===== src/rtl/hazard_ctrl.sv =====
// hazard_ctrl
// Pipeline hazard controller for the 5-stage core.
//   - EX-stage operand forwarding selects, one 2-bit field per source slot
//     (00 regfile, 01 WB, 10 MEM; MEM has priority, x0 is never forwarded)
//   - decode load-use detection (stall PC and IF/ID, bubble into ID/EX)
//   - stall sequencing for a multi-cycle MDU op resident in EX
//   - flushes on a control-flow redirect resolved in EX
// Priority: MDU stall > redirect > load-use.
//
// Ports
//   clk, rst                      clock, synchronous active-high reset
//   src_reg_id / src_valid_id     decode source indices / read-valid bits
//   src_reg_ex                    EX source indices (same packing)
//   reg_dest_ex, mem_read_ex      EX destination, EX is a load
//   mdu_start_ex, pc_src_ex       EX is an MDU op, EX redirects the PC
//   reg_dest_mem/wb, reg_write_mem/wb  later-stage destinations and enables
//   forward_sel                   per-slot select at [2k +: 2]
//   stall_f/d/e, flush_d/e/m      pipeline register enables / clears
//   mdu_done                      final EX cycle of an MDU op
//   stall_cycles, redirect_count  saturating performance counters
//
// Build option: define HAZARD_CTRL_PERF_EN to implement the performance
// counters; otherwise both counter outputs are tied to zero.
module hazard_ctrl #(
  parameter int REG_ADDR_W  = 5,
  parameter int NUM_SRC     = 2,
  parameter int MDU_LATENCY = 4,
  parameter int CNT_W       = 32
) (
  input  logic                          clk,
  input  logic                          rst,
  input  logic [NUM_SRC*REG_ADDR_W-1:0] src_reg_id,
  input  logic [NUM_SRC-1:0]            src_valid_id,
  input  logic [NUM_SRC*REG_ADDR_W-1:0] src_reg_ex,
  input  logic [REG_ADDR_W-1:0]         reg_dest_ex,
  input  logic                          mem_read_ex,
  input  logic                          mdu_start_ex,
  input  logic                          pc_src_ex,
  input  logic [REG_ADDR_W-1:0]         reg_dest_mem,
  input  logic [REG_ADDR_W-1:0]         reg_dest_wb,
  input  logic                          reg_write_mem,
  input  logic                          reg_write_wb,
  output logic [2*NUM_SRC-1:0]          forward_sel,
  output logic                          stall_f,
  output logic                          stall_d,
  output logic                          stall_e,
  output logic                          flush_d,
  output logic                          flush_e,
  output logic                          flush_m,
  output logic                          mdu_done,
  output logic [CNT_W-1:0]              stall_cycles,
  output logic [CNT_W-1:0]              redirect_count
);

  localparam int CNT_BITS = $clog2(MDU_LATENCY) + 1;

  localparam logic [0:0] ST_IDLE = 1'b0;
  localparam logic [0:0] ST_BUSY = 1'b1;

  logic [0:0]          state_q, state_d;
  logic [CNT_BITS-1:0] cnt_q, cnt_d;
  logic                mdu_stall;
  logic                mdu_done_c;
  logic [2*NUM_SRC-1:0] fwd_c;
  logic [NUM_SRC-1:0]  lu_match;
  logic                load_use;

  // Per-slot forwarding and load-use compare
  generate
    for (genvar gi = 0; gi < NUM_SRC; gi++) begin : g_slot
      logic [REG_ADDR_W-1:0] s_ex;
      logic [REG_ADDR_W-1:0] s_id;
      logic                  mem_hit;
      logic                  wb_hit;

      assign s_ex    = src_reg_ex[gi*REG_ADDR_W +: REG_ADDR_W];
      assign s_id    = src_reg_id[gi*REG_ADDR_W +: REG_ADDR_W];
      assign mem_hit = reg_write_mem && (s_ex == reg_dest_mem) && (s_ex != '0);
      assign wb_hit  = reg_write_wb  && (s_ex == reg_dest_wb)  && (s_ex != '0);
      assign fwd_c[2*gi +: 2] = mem_hit ? 2'b10 : (wb_hit ? 2'b01 : 2'b00);
      assign lu_match[gi] = src_valid_id[gi] && (s_id == reg_dest_ex);
    end
  endgenerate

  assign load_use = mem_read_ex && (reg_dest_ex != '0) && (|lu_match);

  // MDU sequencer: the op sits in EX for MDU_LATENCY cycles and the pipe is
  // held for all but the last one. A start seen while BUSY is the same held
  // instruction, so it is ignored.
  always_comb begin
    state_d    = state_q;
    cnt_d      = cnt_q;
    mdu_stall  = 1'b0;
    mdu_done_c = 1'b0;
    if (MDU_LATENCY == 1) begin
      mdu_done_c = mdu_start_ex;
    end else begin
      case (state_q)
        ST_IDLE: begin
          if (mdu_start_ex) begin
            mdu_stall = 1'b1;
            cnt_d     = CNT_BITS'(MDU_LATENCY - 1);
            state_d   = ST_BUSY;
          end
        end
        default: begin
          if (cnt_q > CNT_BITS'(1)) begin
            mdu_stall = 1'b1;
            cnt_d     = cnt_q - CNT_BITS'(1);
          end else begin
            mdu_done_c = 1'b1;
            cnt_d      = '0;
            state_d    = ST_IDLE;
          end
        end
      endcase
    end
  end

  always_ff @(posedge clk) begin
    if (rst) begin
      state_q <= ST_IDLE;
      cnt_q   <= '0;
    end else begin
      state_q <= state_d;
      cnt_q   <= cnt_d;
    end
  end

  // Output arbitration; everything is forced quiet while in reset.
  always_comb begin
    forward_sel = '0;
    stall_f     = 1'b0;
    stall_d     = 1'b0;
    stall_e     = 1'b0;
    flush_d     = 1'b0;
    flush_e     = 1'b0;
    flush_m     = 1'b0;
    mdu_done    = 1'b0;
    if (!rst) begin
      forward_sel = fwd_c;
      mdu_done    = mdu_done_c;
      if (mdu_stall) begin
        // Hold the MDU op in EX; never flush it away.
        stall_f = 1'b1;
        stall_d = 1'b1;
        stall_e = 1'b1;
        flush_m = 1'b1;
      end else if (pc_src_ex) begin
        flush_d = 1'b1;
        flush_e = 1'b1;
      end else if (load_use) begin
        stall_f = 1'b1;
        stall_d = 1'b1;
        flush_e = 1'b1;
      end
    end
  end

`ifdef HAZARD_CTRL_PERF_EN
  logic [CNT_W-1:0] stall_cnt_q;
  logic [CNT_W-1:0] redir_cnt_q;

  always_ff @(posedge clk) begin
    if (rst) begin
      stall_cnt_q <= '0;
      redir_cnt_q <= '0;
    end else begin
      if (stall_f && (stall_cnt_q != '1)) begin
        stall_cnt_q <= stall_cnt_q + CNT_W'(1);
      end
      if (pc_src_ex && !mdu_stall && (redir_cnt_q != '1)) begin
        redir_cnt_q <= redir_cnt_q + CNT_W'(1);
      end
    end
  end

  assign stall_cycles   = stall_cnt_q;
  assign redirect_count = redir_cnt_q;
`else
  assign stall_cycles   = '0;
  assign redirect_count = '0;
`endif

endmodule


===== config.mk =====
export PLATFORM = sky130hd
export DESIGN_NAME = hazard_ctrl
export DESIGN_NICKNAME = d
export VERILOG_FILES = /design/src/rtl/hazard_ctrl.sv
export SDC_FILE = /design/constraint.sdc
export NUM_CORES = 1
export LEC_CHECK = 0
export CAP_MARGIN = 5
export CELL_PAD_IN_SITES_DETAIL_PLACEMENT = 1
export CELL_PAD_IN_SITES_GLOBAL_PLACEMENT = 2
export CORE_UTILIZATION = 15
export CTS_BUF_LIST = sky130_fd_sc_hd__clkbuf_16
export DETAILED_ROUTE_END_ITERATION = 8
export HOLD_SLACK_MARGIN = 0.02
export PLACE_DENSITY_LB_ADDON = 0.1
export SYNTH_ARGS = -nofsm -noshare
export SYNTH_HDL_FRONTEND = slang
export SYNTH_SLANG_ARGS = --single-unit

===== constraint.sdc =====
create_clock -name clk -period 2.3 [get_ports clk]
set_input_delay 0.46 -clock clk [delete_from_list [all_inputs] [get_ports clk]]
set_output_delay 0.46 -clock clk [all_outputs]
set_load 0.02 [all_outputs]

; Yosys cells after proc, flatten, opt, wreduce, memory -nomap -nowiden
; Index checks and enable logic that the tools add are counted.
[totals]
ff_bits = 4
input_bits = 44
out_inout_bits = 75
elab_cells = 53
[classes]
addsub = 1
order_cmp = 1
eq_ne = 6
n_mux = 26
reduce_logical = 17
[ops]
columns = op, n
row1 = 5-bit == test, 6
row2 = 1-bit 2-to-1 mux, 20
row3 = 5-bit nonzero test, 3
row4 = 1-bit logical AND, 12
row5 = 3-bit 2-to-1 mux, 3
row6 = 2-bit 2-to-1 mux, 2
row7 = 4-bit 2-to-1 mux, 1
row8 = 3-bit by 1-bit greater-than comparator with 1-bit output (second input constant), 1
row9 = 3-bit by 1-bit subtractor with 3-bit output (second input constant), 1
row10 = 2-bit nonzero test, 1
row11 = 2-bit OR reduction, 1

; Logic depth before layout (Yosys ltp)
[logic_depth]
word_depth = 8
ltp_mapped = 7
ltp_nobuf = 6

; Least setup slack after synthesis
; Ideal clock, no wire load.
[synth_path]
path_type = input to output
from = in src_reg_ex[6]
to = out forward_sel[2]
arrival_ns = 1.805
t_required_ns = 1.840
setup_slack_ns = 0.035
path_stages = 4
path_buffers = 0
cell_sequence = or4_1 -> nor2_2 -> nor3_1 -> nor4_1
[synth_between]
elab_chain_cells = 6
word_cells_on_any_way = 10
cone_classes = eq/ne: 2 / mux: 3 / reduce/logical: 5
[synth_rtl]
columns = element, line_no
row1 = from (decl), 34  ; input logic [NUM_SRC*REG_ADDR_W-1:0] src_reg_ex,
row2 = 5-bit == test, 79  ; assign wb_hit = reg_write_wb && (s_ex == reg_dest_wb) && (s_ex != '0);
row3 = 1-bit logical AND (2 in a row), 79
row4 = 1-bit 2-to-1 mux, 80  ; assign fwd_c[2*gi +: 2] = mem_hit ? 2'b10 : (wb_hit ? 2'b01 : 2'b00);
row5 = 2-bit 2-to-1 mux *, 80
row6 = 4-bit 2-to-1 mux *, 140  ; if (!rst) begin
row7 = to (decl), 43  ; output logic [2*NUM_SRC-1:0] forward_sel,
; Mark *: on every way between the ends. The rest lies on a longest branch, timed or not.

; Worst setup path after layout
[layout_path]
from = in reg_dest_ex[3]
to = out stall_d
[layout_between]
elab_chain_cells = 8
word_cells_on_any_way = 12
cone_classes = eq/ne: 2 / mux: 4 / reduce/logical: 6
[layout_rtl]
columns = element, line_no
row1 = from (decl), 35  ; input logic [REG_ADDR_W-1:0] reg_dest_ex,
row2 = 5-bit == test, 81  ; assign lu_match[gi] = src_valid_id[gi] && (s_id == reg_dest_ex);
row3 = 1-bit logical AND, 81
row4 = 2-bit OR reduction, 85  ; assign load_use = mem_read_ex && (reg_dest_ex != '0) && (|lu_match);
row5 = 1-bit logical AND *, 85
row6 = 1-bit 2-to-1 mux *, 152  ; end else if (load_use) begin
row7 = 1-bit 2-to-1 mux *, 149  ; end else if (pc_src_ex) begin
row8 = 1-bit 2-to-1 mux *, 143  ; if (mdu_stall) begin
row9 = 1-bit 2-to-1 mux *, 140
row10 = to (decl), 45  ; output logic stall_d,
; Marked as above.

==> results.md <==
* Status: finished clean
* Antenna-violating nets left at 0
* First-pass GRT wire length at 5380 um
* Worst-path clk slew at 0.03 ns
* Max Cap Viol at 0
* Initial antenna violation count at 0
* Most frequent cells in the layout: conb_1, buf_4, xnor2_1, clkdlybuf4s50_1, dlygate4sd2_1
* Clk_lat worst skew at 0.22 ns
* Ant diodes at 0
* FF+latch count, synth at 4
* Initial drt markers at 6
* Clock Tree Root: clkbuf_16
* Fin cells at 339
* Die X at 90.8 um
* Fin util at 25.1%
* Yosys warnings at 0
* Clk sinks at 4
* Signal arrival time at the worst endpoint at 1.76 ns
* Core ar. at 0.00769 mm2
* Slowest stage delay, CP at 0.53 ns
* Final Slew Violations at 0
* Critical path's slowest cell: or4_4
* Grt ovf at 0
* Nets at 285
* Post-Syn Area at 0.00118 mm2
* Setup violators final at 0
* Placed insts at 335
* Row count at 32
* Gp weighted congestion at 0.810
* DR pass1 iterations at 3
* Syn-to-layout area delta at 63.2%
* Via-to-Cell Ratio at 3.30
* CP delay by family, top: simple AND/OR/NAND/NOR gates
* Crit-path max FO at 3
* CP bufs+invs at 2
* Final Hold Fails at 0
* Initial core utilization at 15.4%
* Leakage power at 0.917 nW
* Distinct cells, synth at 34
* Layout cells sized above 1 at 29.1%
* Die ar. at 0.00824 mm2
* Largest net degree at the start of global routing at 8
* Mapped Avg Cell Area at 7.73 um2
* Pwr dens at 388 mW/mm2
* Mapped Cells at 153
* Overall power at 748 uW
* Most common cell after layout, fill and taps aside: conb_1
* Fill cells at 951
* Vias in the first global route at 1207
* DRC at 0
* Sequential element share of the synthesized area at 6.77%
* Worst vdd rail ir drop at 0.228 mV
* Routed WL per cell at 10.3 um
* Critical path launch point type: input pin
* Min-Delay Path Class: flip-flop to flip-flop
* Clock H-tree levels at 1
* Setup TNS at 0 ns
* Min cycle time layout at 2.22 ns
* CP cell instances: dlygate4sd2_1, or4_4, o21ai_4, or3_4, o22ai_2, buf_6
* Dpl hpwl at 3130 um
* Total GRT Usage at 8.02%
* Period utilization at 96.7%
* CTS tree: done
* Die H at 90.8 um
* Post-Route WL at 3490 um
* CTS buffer count at 3
* Clock skew at 0.00105 ns
* Buffers added on ports at 54
* Via Count at 1118
* Clk buf depth at 2
* CP required at 1.84 ns
* Highest clock rate at 0.450 GHz
* Critical path class: input pin to primary output
* Critical path endpoint category: primary output
* # IOs at 119
timing repair:
action | 4_1_cts | 5_1_grt
pin swaps | 17 | 9
setup buffers | 0 | 1
hold buffers | 0 | 0
gates resized for setup | 81 | 28
endpoints found under the setup margin | 11 | 10
worst paths after layout:
path | startpoint | end | slack (ns) | depth (start not counted)
max reg2reg | cnt_q[1] | cnt_q[0] | 0.74 | 7
min | cnt_q[2] | cnt_q[2] | 0.56 | 2
max | reg_dest_ex[3] | stall_d | 0.08 | 6
min reg2reg | cnt_q[2] | cnt_q[2] | 0.56 | 2
state kept, by name (all words and copies together) (netlist names):
register and cells:
state_q 1, cnt_q 3
kinds of logic after synthesis:
logic type,count (synthesis),share of synthesized area (%)
and+or+nand+nor,34,18.7
AOI/OAI and AO/OA,11,6.35
adders and majority gates,2,2.12
other,1,0.317
xor gates and xnor gates,30,22.2
DFF,4,6.77
buffers and inverters,71,43.5
synth_stat cells:
master | number | area (um2)
o21bai_1 | 1 | 7.51
xnor2_1 | 20 | 175
conb_1 | 1 | 3.75
nand2_1 | 1 | 3.75
nand2b_1 | 1 | 6.26
or2_1 | 1 | 6.26
ha_1 | 2 | 25.0
nand4_1 | 4 | 25.0
o2bb2ai_1 | 1 | 8.76
a211o_1 | 1 | 8.76
nor2_2 | 1 | 6.26
o21ai_1 | 1 | 5.00
buf_4 | 66 | 495
or3_1 | 1 | 6.26
nor2_4 | 1 | 11.3
nor2_1 | 6 | 22.5
nor4_2 | 2 | 25.0
clkbuf_1 | 1 | 3.75
inv_1 | 4 | 15.0
o21ai_0 | 1 | 5.00
and2_1 | 1 | 6.26
dfxtp_1 | 4 | 80.1
a211oi_1 | 2 | 15.0
nand3b_1 | 3 | 22.5
a32oi_1 | 1 | 8.76
or4_4 | 1 | 11.3
nor2b_1 | 1 | 6.26
o22ai_1 | 1 | 6.26
or4_1 | 2 | 15.0
nor4_1 | 5 | 31.3
a21oi_1 | 2 | 10.0
and2_0 | 1 | 6.26
xor2_1 | 10 | 87.6
nor3_1 | 2 | 10.0
cell type report:
cell class	count	area [um2]	area share, %
Multi-Input combinational cell	141	918	47.6
Timing Repair Buffer	85	713	37.0
Tap cell	102	128	6.61
Sequential cell	4	80.1	4.15
Clock buffer	3	75.1	3.89
Inverter	4	15.0	0.778
per-stage QoR:
| stage | setup slack, ns | hold slack [ns] | instance area [um2] |
|---|---|---|---|
| after floorplan | 0.0346 | 0.470 | 1420 |
| after global placement | -0.688 | 0.495 | 1810 |
| after detailed placement | -0.725 | 0.517 | 1810 |
| after CTS | -0.154 | 0.552 | 1880 |
| after global routing | -0.0128 | 0.625 | 1930 |
| final | 0.0769 | 0.556 | 1930 |
worst register-to-register path, cell delays in order, from the launching register on:
cell,delay (ns)
dfxtp_1,0.35
inv_1,0.07
ha_1,0.17
o21bai_1,0.17
nand3b_1,0.17
nand2b_1,0.13
buf_4,0.16
a211oi_1,0.24
routing by layer:
metal	wire length (um)	up-vias	global-route usage [%]	share of wire [%]
met5	0	-	0	0
met4	4	0	1.19	0.11
met3	197	2	1.60	5.7
met2	2100	53	17.6	60
met1	1180	518	7.50	34
li1	-	545	-	-
power breakdown:
part / total [mW] / leakage, nW / switching (mW) / internal, mW
registers: 0.0878 / 0.0332 / 0.00932 / 0.0784
logic: 0.391 / 0.847 / 0.221 / 0.169
clock network: 0.270 / 0.0370 / 0.0478 / 0.222
(Power assumes the default switching activity.)
